File: src/rtl/rs_bist_pkg.sv
// rs_bist_pkg: shared constants, driver state encoding and status counter type for the RS decoder BIST harness.
package rs_bist_pkg;
  localparam int RS_N = 204;
  localparam int RS_K = 188;
  localparam int MIN_GAP = 6;
  typedef enum logic [2:0] {IDLE, FETCH, STROBE, LOW, GAP, DRAIN, DONE} state_t;
  typedef logic [15:0] stat_t;
endpackage

File: src/rtl/rs_bist_harness_if.sv
// rs_bist_harness_if: stimulus/expected ROM ports and decoder CE handshake between the harness and its surroundings.
interface rs_bist_harness_if #(
  parameter int SYM_W = 8,
  parameter int SA_W = 9,
  parameter int EA_W = 9
);
  logic [SA_W-1:0] stim_addr;
  logic [SYM_W-1:0] stim_data;
  logic [EA_W-1:0] exp_addr;
  logic [SYM_W-1:0] exp_data;
  logic dut_ce;
  logic [SYM_W-1:0] dut_byte;
  logic [SYM_W-1:0] dut_out;
  logic dut_ceo;
  logic dut_valid;
  modport master(output stim_addr, exp_addr, dut_ce, dut_byte,
                 input stim_data, exp_data, dut_out, dut_ceo, dut_valid);
  modport slave(input stim_addr, exp_addr, dut_ce, dut_byte,
                output stim_data, exp_data, dut_out, dut_ceo, dut_valid);
endinterface

File: src/rtl/rs_bist_checker.sv
// rs_bist_checker: compares qualified decoder outputs against a prefetched expected ROM and keeps the status counters.
module rs_bist_checker import rs_bist_pkg::*; #(
  parameter int SYM_W = 8,
  parameter int TOT = 376,
  parameter int EA_W = 9
) (
  input  logic clk,
  input  logic reset,
  input  logic clr,
  input  logic en,
  input  logic dut_valid,
  input  logic dut_ceo,
  input  logic [SYM_W-1:0] dut_out,
  input  logic [SYM_W-1:0] exp_data,
  output logic [EA_W-1:0] exp_addr,
  output logic hit,
  output logic cmp_done,
  output stat_t err_count,
  output stat_t out_count,
  output stat_t first_err
);
  localparam int H_W = $clog2(TOT + 1);
  logic [H_W-1:0] h_q, h_d;
  logic [SYM_W-1:0] exp_q;
  stat_t err_q, err_d, out_q, out_d, first_q, first_d;
  logic miss;
  // exp_q trails exp_addr by two cycles; CEO spacing keeps it settled before the next compare
  always_comb begin
    cmp_done = h_q == H_W'(TOT);
    hit = en && dut_valid && dut_ceo && !cmp_done;
    miss = hit && dut_out != exp_q;
    h_d = clr ? '0 : h_q + H_W'(hit);
    out_d = clr ? '0 : out_q + stat_t'(hit);
    err_d = clr ? '0 : err_q + stat_t'(miss && err_q != '1);
    first_d = clr ? '1 : (miss && first_q == '1) ? stat_t'(h_q) : first_q;
  end
  always_ff @(posedge clk or posedge reset)
    if (reset) begin
      h_q <= '0;
      exp_q <= '0;
      err_q <= '0;
      out_q <= '0;
      first_q <= '1;
    end else begin
      h_q <= h_d;
      exp_q <= exp_data;
      err_q <= err_d;
      out_q <= out_d;
      first_q <= first_d;
    end
  assign exp_addr = EA_W'(h_q);
  assign err_count = err_q;
  assign out_count = out_q;
  assign first_err = first_q;
endmodule

File: src/rtl/rs_bist_harness.sv
// rs_bist_harness: drives ROM codewords into an RS decoder with a paced CE handshake and reports the checker verdict.
module rs_bist_harness import rs_bist_pkg::*; #(
  parameter int SYM_W = 8,
  parameter int N = RS_N,
  parameter int K = RS_K,
  parameter int NUM_CW = 2,
  parameter int GAP_W = 8,
  parameter int TIMEOUT = 65535
) (
  input  logic clk,
  input  logic reset,
  input  logic start,
  input  logic [GAP_W-1:0] gap_cfg,
  rs_bist_harness_if.master bus,
  output logic busy,
  output logic done,
  output logic pass,
  output logic timeout,
  output stat_t err_count,
  output stat_t out_count,
  output stat_t first_err
);
  localparam int TOT_IN = NUM_CW * N;
  localparam int SA_W = $clog2(TOT_IN);
  localparam int EA_W = $clog2(NUM_CW * K);
  localparam int K_W = $clog2(TOT_IN + 1);
  localparam int TO_W = $clog2(TIMEOUT + 1);
  state_t state_q, state_d;
  logic [K_W-1:0] k_q, k_d;
  logic [GAP_W-1:0] geff_q, geff_d, gcnt_q, gcnt_d;
  logic [SYM_W-1:0] byte_q, byte_d;
  logic [TO_W-1:0] tcnt_q, tcnt_d;
  logic done_q, done_d, pass_q, pass_d, to_q, to_d;
  logic go, hit, cmp_done, expired;
  rs_bist_checker #(.SYM_W(SYM_W), .TOT(NUM_CW * K), .EA_W(EA_W)) u_chk (
    .clk(clk), .reset(reset), .clr(go), .en(busy),
    .dut_valid(bus.dut_valid), .dut_ceo(bus.dut_ceo), .dut_out(bus.dut_out),
    .exp_data(bus.exp_data), .exp_addr(bus.exp_addr), .hit(hit), .cmp_done(cmp_done),
    .err_count(err_count), .out_count(out_count), .first_err(first_err)
  );
  // k advances on the strobe so the next stimulus word is already on stim_data by the following FETCH
  always_comb begin
    go = state_q == IDLE && start;
    expired = tcnt_q == TO_W'(TIMEOUT) && state_q != IDLE && state_q != DONE;
    tcnt_d = (go || state_q == STROBE || hit) ? '0 : busy ? tcnt_q + TO_W'(1) : tcnt_q;
    state_d = state_q;
    k_d = k_q;
    geff_d = geff_q;
    gcnt_d = gcnt_q;
    byte_d = byte_q;
    done_d = done_q;
    pass_d = pass_q;
    to_d = to_q;
    unique case (state_q)
      IDLE: if (start) begin
        state_d = FETCH;
        geff_d = gap_cfg < GAP_W'(MIN_GAP) ? GAP_W'(MIN_GAP) : gap_cfg;
        done_d = 1'b0;
        pass_d = 1'b0;
        to_d = 1'b0;
      end
      FETCH: begin
        byte_d = bus.stim_data;
        state_d = STROBE;
      end
      STROBE: begin
        k_d = k_q + K_W'(1);
        state_d = LOW;
      end
      LOW: begin
        gcnt_d = '0;
        state_d = GAP;
      end
      GAP: begin
        gcnt_d = gcnt_q + GAP_W'(1);
        if (gcnt_q == geff_q - GAP_W'(1)) state_d = k_q == K_W'(TOT_IN) ? DRAIN : FETCH;
      end
      DRAIN: if (cmp_done) state_d = DONE;
      DONE: begin
        k_d = '0;
        done_d = 1'b1;
        pass_d = err_count == '0 && !to_q;
        state_d = IDLE;
      end
      default: state_d = IDLE;
    endcase
    if (expired) begin
      to_d = 1'b1;
      state_d = DONE;
    end
  end
  always_ff @(posedge clk or posedge reset)
    if (reset) begin
      state_q <= IDLE;
      k_q <= '0;
      geff_q <= '0;
      gcnt_q <= '0;
      byte_q <= '0;
      tcnt_q <= '0;
      done_q <= 1'b0;
      pass_q <= 1'b0;
      to_q <= 1'b0;
    end else begin
      state_q <= state_d;
      k_q <= k_d;
      geff_q <= geff_d;
      gcnt_q <= gcnt_d;
      byte_q <= byte_d;
      tcnt_q <= tcnt_d;
      done_q <= done_d;
      pass_q <= pass_d;
      to_q <= to_d;
    end
  assign bus.stim_addr = SA_W'(k_q);
  assign bus.dut_ce = state_q == STROBE;
  assign bus.dut_byte = byte_q;
  assign busy = state_q != IDLE;
  assign done = done_q;
  assign pass = pass_q;
  assign timeout = to_q;
endmodule
File: src/flat_wrapper.sv
// flat-port wrapper written by rule: the top's interface ports become plain ports
module rs_bist_harness_flat import rs_bist_pkg::*;
#(
  parameter int SYM_W = 8,
  parameter int N = RS_N,
  parameter int K = RS_K,
  parameter int NUM_CW = 2,
  parameter int GAP_W = 8,
  parameter int TIMEOUT = 65535
)
  (clk, reset, start, gap_cfg, busy, done, pass, timeout, err_count, out_count, first_err, bus_stim_addr, bus_exp_addr, bus_dut_ce, bus_dut_byte, bus_stim_data, bus_exp_data, bus_dut_out, bus_dut_ceo, bus_dut_valid);
  rs_bist_harness_if #(.SYM_W(SYM_W)) bus_i ();
  input  logic clk;
  input  logic reset;
  input  logic start;
  input  logic [GAP_W-1:0] gap_cfg;
  output logic busy;
  output logic done;
  output logic pass;
  output logic timeout;
  output stat_t err_count;
  output stat_t out_count;
  output stat_t first_err;
  output wire logic [$bits(bus_i.stim_addr)-1:0] bus_stim_addr;
  output wire logic [$bits(bus_i.exp_addr)-1:0] bus_exp_addr;
  output wire logic [$bits(bus_i.dut_ce)-1:0] bus_dut_ce;
  output wire logic [$bits(bus_i.dut_byte)-1:0] bus_dut_byte;
  input wire logic [$bits(bus_i.stim_data)-1:0] bus_stim_data;
  input wire logic [$bits(bus_i.exp_data)-1:0] bus_exp_data;
  input wire logic [$bits(bus_i.dut_out)-1:0] bus_dut_out;
  input wire logic [$bits(bus_i.dut_ceo)-1:0] bus_dut_ceo;
  input wire logic [$bits(bus_i.dut_valid)-1:0] bus_dut_valid;
  assign bus_stim_addr = bus_i.stim_addr;
  assign bus_exp_addr = bus_i.exp_addr;
  assign bus_dut_ce = bus_i.dut_ce;
  assign bus_dut_byte = bus_i.dut_byte;
  assign bus_i.stim_data = bus_stim_data;
  assign bus_i.exp_data = bus_exp_data;
  assign bus_i.dut_out = bus_dut_out;
  assign bus_i.dut_ceo = bus_dut_ceo;
  assign bus_i.dut_valid = bus_dut_valid;
  rs_bist_harness #(.SYM_W(SYM_W), .N(N), .K(K), .NUM_CW(NUM_CW), .GAP_W(GAP_W), .TIMEOUT(TIMEOUT)) u_core (.clk(clk), .reset(reset), .start(start), .gap_cfg(gap_cfg), .bus(bus_i), .busy(busy), .done(done), .pass(pass), .timeout(timeout), .err_count(err_count), .out_count(out_count), .first_err(first_err));
endmodule
File: config.mk
export PLATFORM = sky130hd
export DESIGN_NAME = rs_bist_harness_flat
export DESIGN_NICKNAME = d
export VERILOG_FILES = /design/src/rtl/rs_bist_pkg.sv /design/src/rtl/rs_bist_harness_if.sv /design/src/rtl/rs_bist_checker.sv /design/src/rtl/rs_bist_harness.sv /design/src/flat_wrapper.sv
export SDC_FILE = /design/constraint.sdc
export NUM_CORES = 1
export LEC_CHECK = 0
export ABC_CLOCK_PERIOD_IN_PS = 4500
export BUFFER_PORTS_ARGS = -buffer_cell sky130_fd_sc_hd__buf_2
export CORE_UTILIZATION = 51
export CTS_BUF_LIST = sky130_fd_sc_hd__clkbuf_2
export CTS_CLUSTER_SIZE = 12
export DETAILED_ROUTE_END_ITERATION = 12
export GPL_TIMING_DRIVEN = 0
export PLACE_DENSITY_LB_ADDON = 0.08
export REMOVE_ABC_BUFFERS = 1
export SLEW_MARGIN = 10
export SYNTH_ARGS = -nofsm -noshare
export SYNTH_HDL_FRONTEND = slang
export SYNTH_SLANG_ARGS = --single-unit
File: constraint.sdc
create_clock -name clk -period 4.5 [get_ports clk]
set_input_delay 1.35 -clock clk [delete_from_list [all_inputs] [get_ports clk]]
set_output_delay 1.35 -clock clk [all_outputs]
set_load 0.1 [all_outputs]
==> results.toml, run 1 <==
[clock_tree]
htreeDepth = 4
cts_root_buffer = "clkbuf_2"
path_clk_slew_ns = 0.15
cts_inserted_buffers = 17
ctsResizeCount = 0
ctsHoldBuffers = 0
cts_setup_buffers = 0
cts_buffer_depth = 2
cts_tree = "done"
clk_latency_ns = 0.67
clkSinkCount = 114

[drt]
drc = 0
drt_iter0_drc = 190
wirelength_um = 11600
drtPass1Iterations = 4
routed_via_density = 5.26
detail-route-antenna-nets = 0
wl_per_cell_um = 14.3
num_vias = 4270

[yosys]
synth_ff_type = "dfrtp_1"
syn_area_mm2 = 0.00556
ys_warn_count = 0
async_flop_share = 1.00
yosys.area.top_type = "dfrtp_1"
syn-instance-count = 553
synth_edf_count = 0
synth_area_leaders = "dfrtp_1, xor2_1, dfstp_2"
synth_top_area_frac = 0.468
ys_types = 57
avgSynthCellArea_um2 = 10.0
synth-seq-cells = 114
ys_seq_area_frac = 0.516

[layout]
fin_cells = 812
area_growth_pct = 14.8
ff_latch_area_mm2 = 0.00287
multiInputGateArea_mm2 = 0.00249
final_net_count = 711
diodes = 0
layout-drive-gt1-share = 0.272
utilization = 0.610
n_fill_cell = 945

[place]
gp_congestion = 0.779
port_buffers = 115
dpl.hpwl_um = 8030
placed_cells = 780

[global_routing]
grt_overflow = 0
track_usage = 0.221
grt_max_degree = 69
antenna_found_initial = 0
grt.busiest_layer = "met2"
grt_pass1_wl_um = 19500
use_met3 = 0.0674
use_met2 = 0.353
grtUsageMet1 = 0.285
grt_pass1_vias = 4188

[setup_path]
rrSetupSlack_ns = 1.83
arrival_ns = 2.34
worstSetupPathType = "reg -> out"
critPathBufInv = 1
r2r_start = "u_core.state_q[2]$_DFFE_PP0P_"
crit_path_end_kind = "primary output"
r2r_cells = 11
cp_max_fo = 12
worstPathRequired_ns = 3.15
max_stage_delay_ns = 0.53
path_cells = "nand2b_1 -> nor2_1 -> buf_2"
setup.worst_path.start_class = "flip-flop"
slowest_stage = "dfrtp_1"
r2r_end = "u_core.u_chk.err_count[10]$_DFF_PP0_"
critPathTopFamily = "simple AND/OR/NAND/NOR gates"

[sta]
fin_setup_tns_ns = 0
slew_violations = 0
worst_slew_margin_rel = 0.493
setup_viol = 0
grt_setup_unrepaired = "false"
final.period_utilization = 0.820
fmax_ghz = 0.271
worst_pin_slew_ns = 0.759
clock_skew_ns = 0.0331
hold_violations = 0
period_minus_slack_ns = 3.69
whs_ns = 0.482

[outcome]
status = "complete, no violations"

[die]
die_area_mm2 = 0.0113
die_w_um = 106
coreArea_mm2 = 0.0105
num_rows = 37
die_y_um = 106
io_pins = 116
initial_utilization = 0.531

[worst_hold_path]
hold_path.startpoint = "u_core.u_chk.first_err[7]$_DFFE_PP1P_"
hold_class = "reg -> reg"
hold_path_depth = 2
min_to = "u_core.u_chk.first_err[7]$_DFFE_PP1P_"

[job]
max_cap_violations = 0

[power_and_ir_drop]
power_density_mw_per_mm2 = 664
finalPower_mw = 4.24
ir_worst_vdd_mv = 0.477
p_leak_nw = 3.09
## state kept, by name, summed over array words and instances (netlist names)
signal                  count
u_core.bus.dut_byte         8
u_core.bus.stim_addr        9
u_core.done                 1
u_core.gcnt_q               8
u_core.geff_q               8
u_core.pass                 1
u_core.state_q              3
u_core.tcnt_q              16
u_core.timeout              1
u_core.u_chk.err_count     16
u_core.u_chk.exp_addr       9
u_core.u_chk.exp_q          8
u_core.u_chk.first_err     10
u_core.u_chk.out_count     16
## metrics by stage
step	setup WS, ns	instance area (um^2)
2_1_floorplan	0.151	5400
3_3_place_gp	-1.16	6150
3_5_place_dp	1.33	6200
4_1_cts	0.735	6380
5_1_grt	0.611	6380
6_report	0.809	6380
## where the power goes
group          internal [mW]  switching [mW]
logic                  0.479            1.69
clock network          0.194           0.361
registers               1.25           0.266
total                   1.92            2.31
## layer usage
layer / vias to the layer above / wire length (um)
met5: - / 0
met4: 0 / 81
met3: 8 / 594
met2: 89 / 5610
met1: 2055 / 5300
li1: 2118 / -
## cell usage after synthesis (2+ instances only)
master    instances
dfrtp_1         104
nor2_1           69
nand2_1          64
xor2_1           40
nand3_1          31
o21ai_0          27
xnor2_1          27
a21oi_1          16
nand4_1          15
ha_1             11
clkbuf_1         10
dfstp_2          10
inv_1            10
mux2_2           10
nor3_1           10
and2_1            9
o21ai_2           9
or3_1             8
and3_1            7
and4_1            6
buf_4             6
buf_6             4
nor4_1            4
buf_1             3
nand2b_1          3
a211oi_1          2
a21o_1            2
a31o_2            2
a31oi_1           2
clkbuf_2          2
mux2i_1           2
nand3b_1          2
or4_1             2
## how the worst max path moves through the flow
| stage | cells past startpoint | endpoint | from |
|---|---|---|---|
| 2_1_floorplan | 1 | u_core.bus.dut_byte[0]$_DFFE_PP0P_ | reset |
| 3_3_place_gp | 2 | u_core.u_chk.out_count[10]$_DFF_PP0_ | reset |
| 3_5_place_dp | 11 | u_core.u_chk.err_count[10]$_DFF_PP0_ | bus_dut_out[0] |
| 4_1_cts | 3 | bus_dut_ce | u_core.state_q[0]$_DFFE_PP0P_ |
| 5_1_grt | 3 | bus_dut_ce | u_core.state_q[0]$_DFFE_PP0P_ |
| 6_report | 3 | bus_dut_ce | u_core.state_q[0]$_DFFE_PP0P_ |
## logic make-up (layout without fill, tap and decap cells)
logic type | after synthesis | after routing | synth area share
AO/OA/AOI/OAI | 72 | 72 | 0.0824
XOR/XNOR | 67 | 67 | 0.106
adder cells (fa/ha/maj) | 11 | 11 | 0.0248
buffers and inverters | 37 | 160 | 0.0356
flip-flops | 114 | 114 | 0.516
multiplexers | 12 | 12 | 0.0239
AND/OR/NAND/NOR | 240 | 240 | 0.212
## tightest hold or removal path, cell delays in order, from the launching register on
cell	delay (ns)
dfstp_2	0.41
o21ai_2	0.05
nand2_1	0.04
## layout make-up
cell class / instances / area share
Timing Repair Buffer: 117 / 0.0977
Sequential cell: 114 / 0.449
Multi-Input combinational cell: 402 / 0.391
Clock buffer: 21 / 0.0165
Tap cell: 136 / 0.0267
Clock inverter: 11 / 0.0116
Inverter: 11 / 0.00765
## cell usage in the layout, fill, tap and decap left out, drive strengths merged, types with 3 or more instances in the layout
cell type,count
or3,8
and2,10
mux2,10
clkinv,10
nor2,69
o21ai,36
dfstp,10
nor3,11
clkbuf,21
ha,11
and4,6
nor4,5
dfrtp,104
buf,117
xnor2,27
nand2b,3
a211oi,3
a21oi,16
nand2,64
and3,8
nand3,31
nand4,15
xor2,40
inv,11
Power figures use the tool's default switching activity.
==> run 2, diff against run 1 <==
--- a/config.mk
+++ b/config.mk
@@ -5,9 +5,9 @@
 export SDC_FILE = /design/constraint.sdc
 export NUM_CORES = 1
 export LEC_CHECK = 0
-export ABC_CLOCK_PERIOD_IN_PS = 4500
+export ABC_CLOCK_PERIOD_IN_PS = 3550
 export BUFFER_PORTS_ARGS = -buffer_cell sky130_fd_sc_hd__buf_2
-export CORE_UTILIZATION = 51
+export CORE_UTILIZATION = 55
 export CTS_BUF_LIST = sky130_fd_sc_hd__clkbuf_2
 export CTS_CLUSTER_SIZE = 12
 export DETAILED_ROUTE_END_ITERATION = 12
==> constraint.sdc (replaced) <==
create_clock -name clk -period 3.55 [get_ports clk]
set_input_delay 1.065 -clock clk [delete_from_list [all_inputs] [get_ports clk]]
set_output_delay 1.065 -clock clk [all_outputs]
set_load 0.1 [all_outputs]
==> run 2 against run 1 <==
Against the previous run: clock power is 82% higher; via count is 1.4% higher; cell area rose by 1.6%; sequential cell count is the same; combinational power is 26% higher; global-route usage increased by 2.3 points; cell count shrank 0.37%; first-iteration DRC count down 38%; worst setup slack got worse by 0.52 ns; register-to-register slack got worse by 0.88 ns; power rose by 34%; sequential power up 28%; critical path type unchanged.
==> results.toml, run 2 (synthesis results as in run 1) <==
[global_routing]
grt_pass1_vias = 4214
track_usage = 0.244
grt_pass1_wl_um = 19400
grt_max_degree = 92
antenna_found_initial = 0
grt_overflow = 0

[layout]
final_cell_mix = "buf_2, dfrtp_1, nor2_1"
diodes = 0
fin_cells = 809
final_common_cell = "buf_2"
layout-drive-gt1-share = 0.275
final_net_count = 711
area_growth_pct = 16.7

[drt]
wl_met1_um = 5320
detail-route-antenna-nets = 0
num_vias = 4330
drc = 0
drt_iter0_drc = 117
drtPass1Iterations = 5
wl_per_cell_um = 14.5
dr_wl_met3_um = 596
routed_via_density = 5.35
highest_layer = "met4"
wl_met2_um = 5600
wirelength_um = 11700

[clock_tree]
clk_latency_ns = 0.69
htreeDepth = 4
clkSinkCount = 114
cts_tree = "done"
ctsHoldBuffers = 0
cts_inserted_buffers = 17
cts_root_buffer = "clkbuf_2"
path_clk_slew_ns = 0.18
cts_buffer_depth = 2

[sta]
whs_ns = 0.295
clock_skew_ns = 0.0244
period_minus_slack_ns = 3.26
fmax_ghz = 0.307
hold_violations = 0
fin_setup_tns_ns = 0
setup_viol = 0
worst_pin_slew_ns = 0.770
worst_slew_margin_rel = 0.485
grt_setup_unrepaired = "false"
final.period_utilization = 0.919
slew_violations = 0

[die]
io_pins = 116
initial_utilization = 0.568
die_y_um = 103
die_w_um = 103
num_rows = 36
die_area_mm2 = 0.0105
coreArea_mm2 = 0.00977

[power_and_ir_drop]
p_leak_nw = 3.13
p_switching_mw = 2.97
power_density_mw_per_mm2 = 878
swShare = 0.522
finalPower_mw = 5.69
p_int_mw = 2.72
ir_worst_vdd_mv = 0.565
p_seq_frac = 0.340
comb_power_share = 0.482
p_clk_frac = 0.178

[place]
placed_cells = 777
dpl.hpwl_um = 7870
port_buffers = 115
gp_congestion = 0.809

[setup_path]
worstSetupPathType = "reg -> out"
path_cells = "nand2b_2 -> nor2_1 -> clkbuf_4"
crit_path_end_kind = "primary output"
max_stage_delay_ns = 0.54
setup.worst_path.start_class = "flip-flop"
cp_max_fo = 12
slowest_stage = "dfrtp_1"
arrival_ns = 2.20
worstPathRequired_ns = 2.48

[job]
max_cap_violations = 0

[worst_hold_path]
hold_class = "in -> async"

[outcome]
status = "complete, no violations"
==> run 2: cell types whose count changed in the layout (fill, tap and decap cells not counted) <==
| cell | before | now |
|---|---|---|
| clkbuf_4 | 0 | 1 |
| bufinv_16 | 1 | 5 |
| clkinv_1 | 5 | 4 |
| clkinv_2 | 5 | 4 |
| nand2b_2 | 0 | 1 |
| nand2b_1 | 3 | 2 |
| clkinvlp_4 | 0 | 1 |
| buf_2 | 115 | 114 |
| clkbuf_2 | 21 | 18 |
==> run 2: path summary, 6_finish.rpt <==
check / startpoint / end / slack (ns) / cells past startpoint
setup / recovery: u_core.state_q[0]$_DFFE_PP0P_ / bus_dut_ce / 0.29 / 3
hold / removal: reset / u_core.u_chk.exp_addr[4]$_DFF_PP0_ / 0.30 / 2
setup reg to reg: u_core.state_q[2]$_DFFE_PP0P_ / u_core.u_chk.out_count[8]$_DFF_PP0_ / 0.95 / 9
hold reg to reg: u_core.u_chk.first_err[3]$_DFFE_PP1P_ / u_core.u_chk.first_err[3]$_DFFE_PP1P_ / 0.48 / 2
max in group asynchronous: reset / u_core.u_chk.first_err[14]$_DFFE_PP1P_ / 2.52 / 3
min in group clk: bus_exp_data[2] / u_core.u_chk.exp_q[2]$_DFF_PP0_ / 0.47 / 1
==> run 2: final cells by class <==
type                            instances  area, um^2
Timing Repair Buffer                  117         626
Sequential cell                       114        2870
Clock inverter                         14         193
Clock buffer                           18        90.1
Tap cell                              133         166
Multi-Input combinational cell        402        2500
Fill cell                             830        3290
Inverter                               11        48.8
==> run 2: stage by stage <==
step	cell area [um^2]	worst slack [ns]	utilization
2_1_floorplan	5400	-0.572	-
3_3_place_gp	6140	-1.78	0.629
3_5_place_dp	6200	0.708	0.634
4_1_cts	6480	0.0412	0.663
5_1_grt	6480	0.0722	0.663
6_report	6480	0.289	0.663
==> run 2: power by group through the flow <==
stage	Clock (mW)	Combinational (mW)	Sequential (mW)
after detailed placement	0	2.75	1.95
final	1.01	2.74	1.94
after floorplan	0	0.921	3.26
after CTS	1.03	2.76	1.93
after global routing	1.08	2.93	1.99
after global placement	0	2.69	1.94
==> run 2: metal layers <==
layer  vias to the layer above  GRT usage
met4                         0      0.107
li1                       2113          -
met5                         -          0
met2                       109      0.391
met1                      2084      0.305
met3                        24     0.0766
==> run 2: critical path: cells and delay by family, from the launching register on <==
family | cells | cell delay, ns
buffers and inverters | 1 | 0.38
DFF | 1 | 0.54
and+or+nand+nor | 2 | 0.59
==> run 2: what timing repair did <==
item                                    in CTS  in global routing
setup buffers                                0                  0
gates resized for setup                      0                  2
endpoints found under the hold margin        0                  0
endpoints found under the setup margin       0                  1
==> run 3, diff against run 2 <==
--- a/config.mk
+++ b/config.mk
@@ -5,14 +5,14 @@
 export SDC_FILE = /design/constraint.sdc
 export NUM_CORES = 1
 export LEC_CHECK = 0
-export ABC_CLOCK_PERIOD_IN_PS = 3550
+export ABC_CLOCK_PERIOD_IN_PS = 3100
 export BUFFER_PORTS_ARGS = -buffer_cell sky130_fd_sc_hd__buf_2
 export CORE_UTILIZATION = 55
 export CTS_BUF_LIST = sky130_fd_sc_hd__clkbuf_2
 export CTS_CLUSTER_SIZE = 12
 export DETAILED_ROUTE_END_ITERATION = 12
 export GPL_TIMING_DRIVEN = 0
-export PLACE_DENSITY_LB_ADDON = 0.08
+export PLACE_DENSITY = 0.8
 export REMOVE_ABC_BUFFERS = 1
 export SLEW_MARGIN = 10
 export SYNTH_ARGS = -nofsm -noshare
==> constraint.sdc (replaced) <==
create_clock -name clk -period 3.1 [get_ports clk]
set_input_delay 0.93 -clock clk [delete_from_list [all_inputs] [get_ports clk]]
set_output_delay 0.93 -clock clk [all_outputs]
set_load 0.1 [all_outputs]
==> run 3 against run 2 <==
Against the previous run: cell count shrank 0.12%; wire length rose by 0.60%; via count rose by 1.5%; utilization fell by 0.37 points; register-to-register slack worse by 0.47 ns; count of clock-buffer cells in the layout unchanged; non-clock buffer count decreased by 1; sequential cell count is the same; cell area down 0.56%; worst hold slack worse by 0.13 ns; die area unchanged.
==> results.toml, run 3 (synthesis results as in run 1) <==
[sta]
fin_setup_tns_ns = 0
setup_viol = 0
worst_slew_margin_rel = 0.416
worst_pin_slew_ns = 0.877
slew_violations = 0
hold_violations = 0
period_minus_slack_ns = 2.94
whs_ns = 0.162
clock_skew_ns = 0.0343
final.period_utilization = 0.949
grt_setup_unrepaired = "false"
fmax_ghz = 0.340

[layout]
final_net_count = 710
diodes = 0
area_growth_pct = 16.1
utilization = 0.660
final_common_cell = "buf_2"
layout-drive-gt1-share = 0.279
final_cell_mix = "buf_2, dfrtp_1, nor2_1"

[power_and_ir_drop]
finalPower_mw = 6.42
ir_worst_vdd_mv = 0.798
p_leak_nw = 3.11
power_density_mw_per_mm2 = 996

[drt]
drt_iter0_drc = 223
drtPass1Iterations = 5
wirelength_um = 11800
drc = 0
wl_per_cell_um = 14.6
detail-route-antenna-nets = 0
routed_via_density = 5.44
num_vias = 4396

[setup_path]
r2r_start = "u_core.state_q[2]$_DFFE_PP0P_"
setup.worst_path.start_class = "flip-flop"
path_cells = "nand2b_2 -> nor2_2 -> buf_6"
worstPathRequired_ns = 2.17
worstSetupPathType = "reg -> out"
arrival_ns = 2.01
max_stage_delay_ns = 0.53
crit_path_end_kind = "primary output"
critPathLaunch = "u_core.state_q[0]$_DFFE_PP0P_"
cp_max_fo = 12
slowest_stage = "dfrtp_1"

[global_routing]
grt_max_degree = 90
grt_overflow = 0
grt_pass1_wl_um = 19500
antenna_found_initial = 0
track_usage = 0.243
grt_pass1_vias = 4281

[clock_tree]
htreeDepth = 4
path_clk_slew_ns = 0.18
cts_setup_buffers = 0
clkSinkCount = 114
cts_buffer_depth = 2
ctsResizeCount = 3
ctsHoldBuffers = 0
cts_root_buffer = "clkbuf_2"
cts_tree = "done"
clk_latency_ns = 0.69
cts_inserted_buffers = 17

[job]
max_cap_violations = 0

[die]
coreArea_mm2 = 0.00977
die_w_um = 103
num_rows = 36
initial_utilization = 0.568
die_y_um = 103
die_area_mm2 = 0.0105
io_pins = 116

[place]
port_buffers = 115
gp_congestion = 0.828
dpl.hpwl_um = 8360

[worst_hold_path]
hold_class = "in -> async"

[outcome]
status = "complete, no violations"
==> run 3: where the power goes <==
group / internal, mW / switching (mW)
Clock: 0.517 / 0.551
Sequential: 1.82 / 0.393
Combinational: 0.688 / 2.45
==> run 3: worst max-delay path: cells and delay by family (launching register included) <==
kind,cells,cell delay (ns)
simple gates,2,0.56
flops,1,0.53
buf+inv,1,0.25
==> run 3: path summary, 6_finish.rpt <==
check / endpoint / slack, ns / depth (start not counted)
worst max-delay path: bus_dut_ce / 0.16 / 3
worst min-delay path: u_core.u_chk.err_count[0]$_DFF_PP0_ / 0.16 / 2
worst max register to register: u_core.u_chk.out_count[14]$_DFF_PP0_ / 0.48 / 11
worst min register to register: u_core.u_chk.first_err[6]$_DFFE_PP1P_ / 0.48 / 2
max in group asynchronous: u_core.u_chk.first_err[6]$_DFFE_PP1P_ / 2.20 / 3
min in group clk: u_core.u_chk.exp_q[6]$_DFF_PP0_ / 0.35 / 1
==> run 3: routing by layer <==
metal	vias to the layer above	track usage	part of all wire
met5	-	0	0
met1	2157	0.307	0.44
met3	19	0.0671	0.039
met2	97	0.393	0.50
li1	2123	-	-
met4	0	0.104	0.020
==> run 3: final cells by class <==
cell class                      count  area, um^2
Clock inverter                     14         169
Fill cell                         792        3330
Multi-Input combinational cell    402        2500
Clock buffer                       18        90.1
Timing Repair Buffer              116         609
Inverter                           11        48.8
Tap cell                          133         166
Sequential cell                   114        2870
==> run 3: stage by stage <==
| step | setup slack [ns] | std cells | cell area (um^2) |
|---|---|---|---|
| 2_1_floorplan | -1.02 | 527 | 5400 |
| 3_3_place_gp | -2.03 | 775 | 6140 |
| 3_5_place_dp | 0.361 | 776 | 6180 |
| 4_1_cts | 0.0159 | 808 | 6440 |
| 5_1_grt | 0.00808 | 808 | 6450 |
| 6_report | 0.157 | 808 | 6450 |
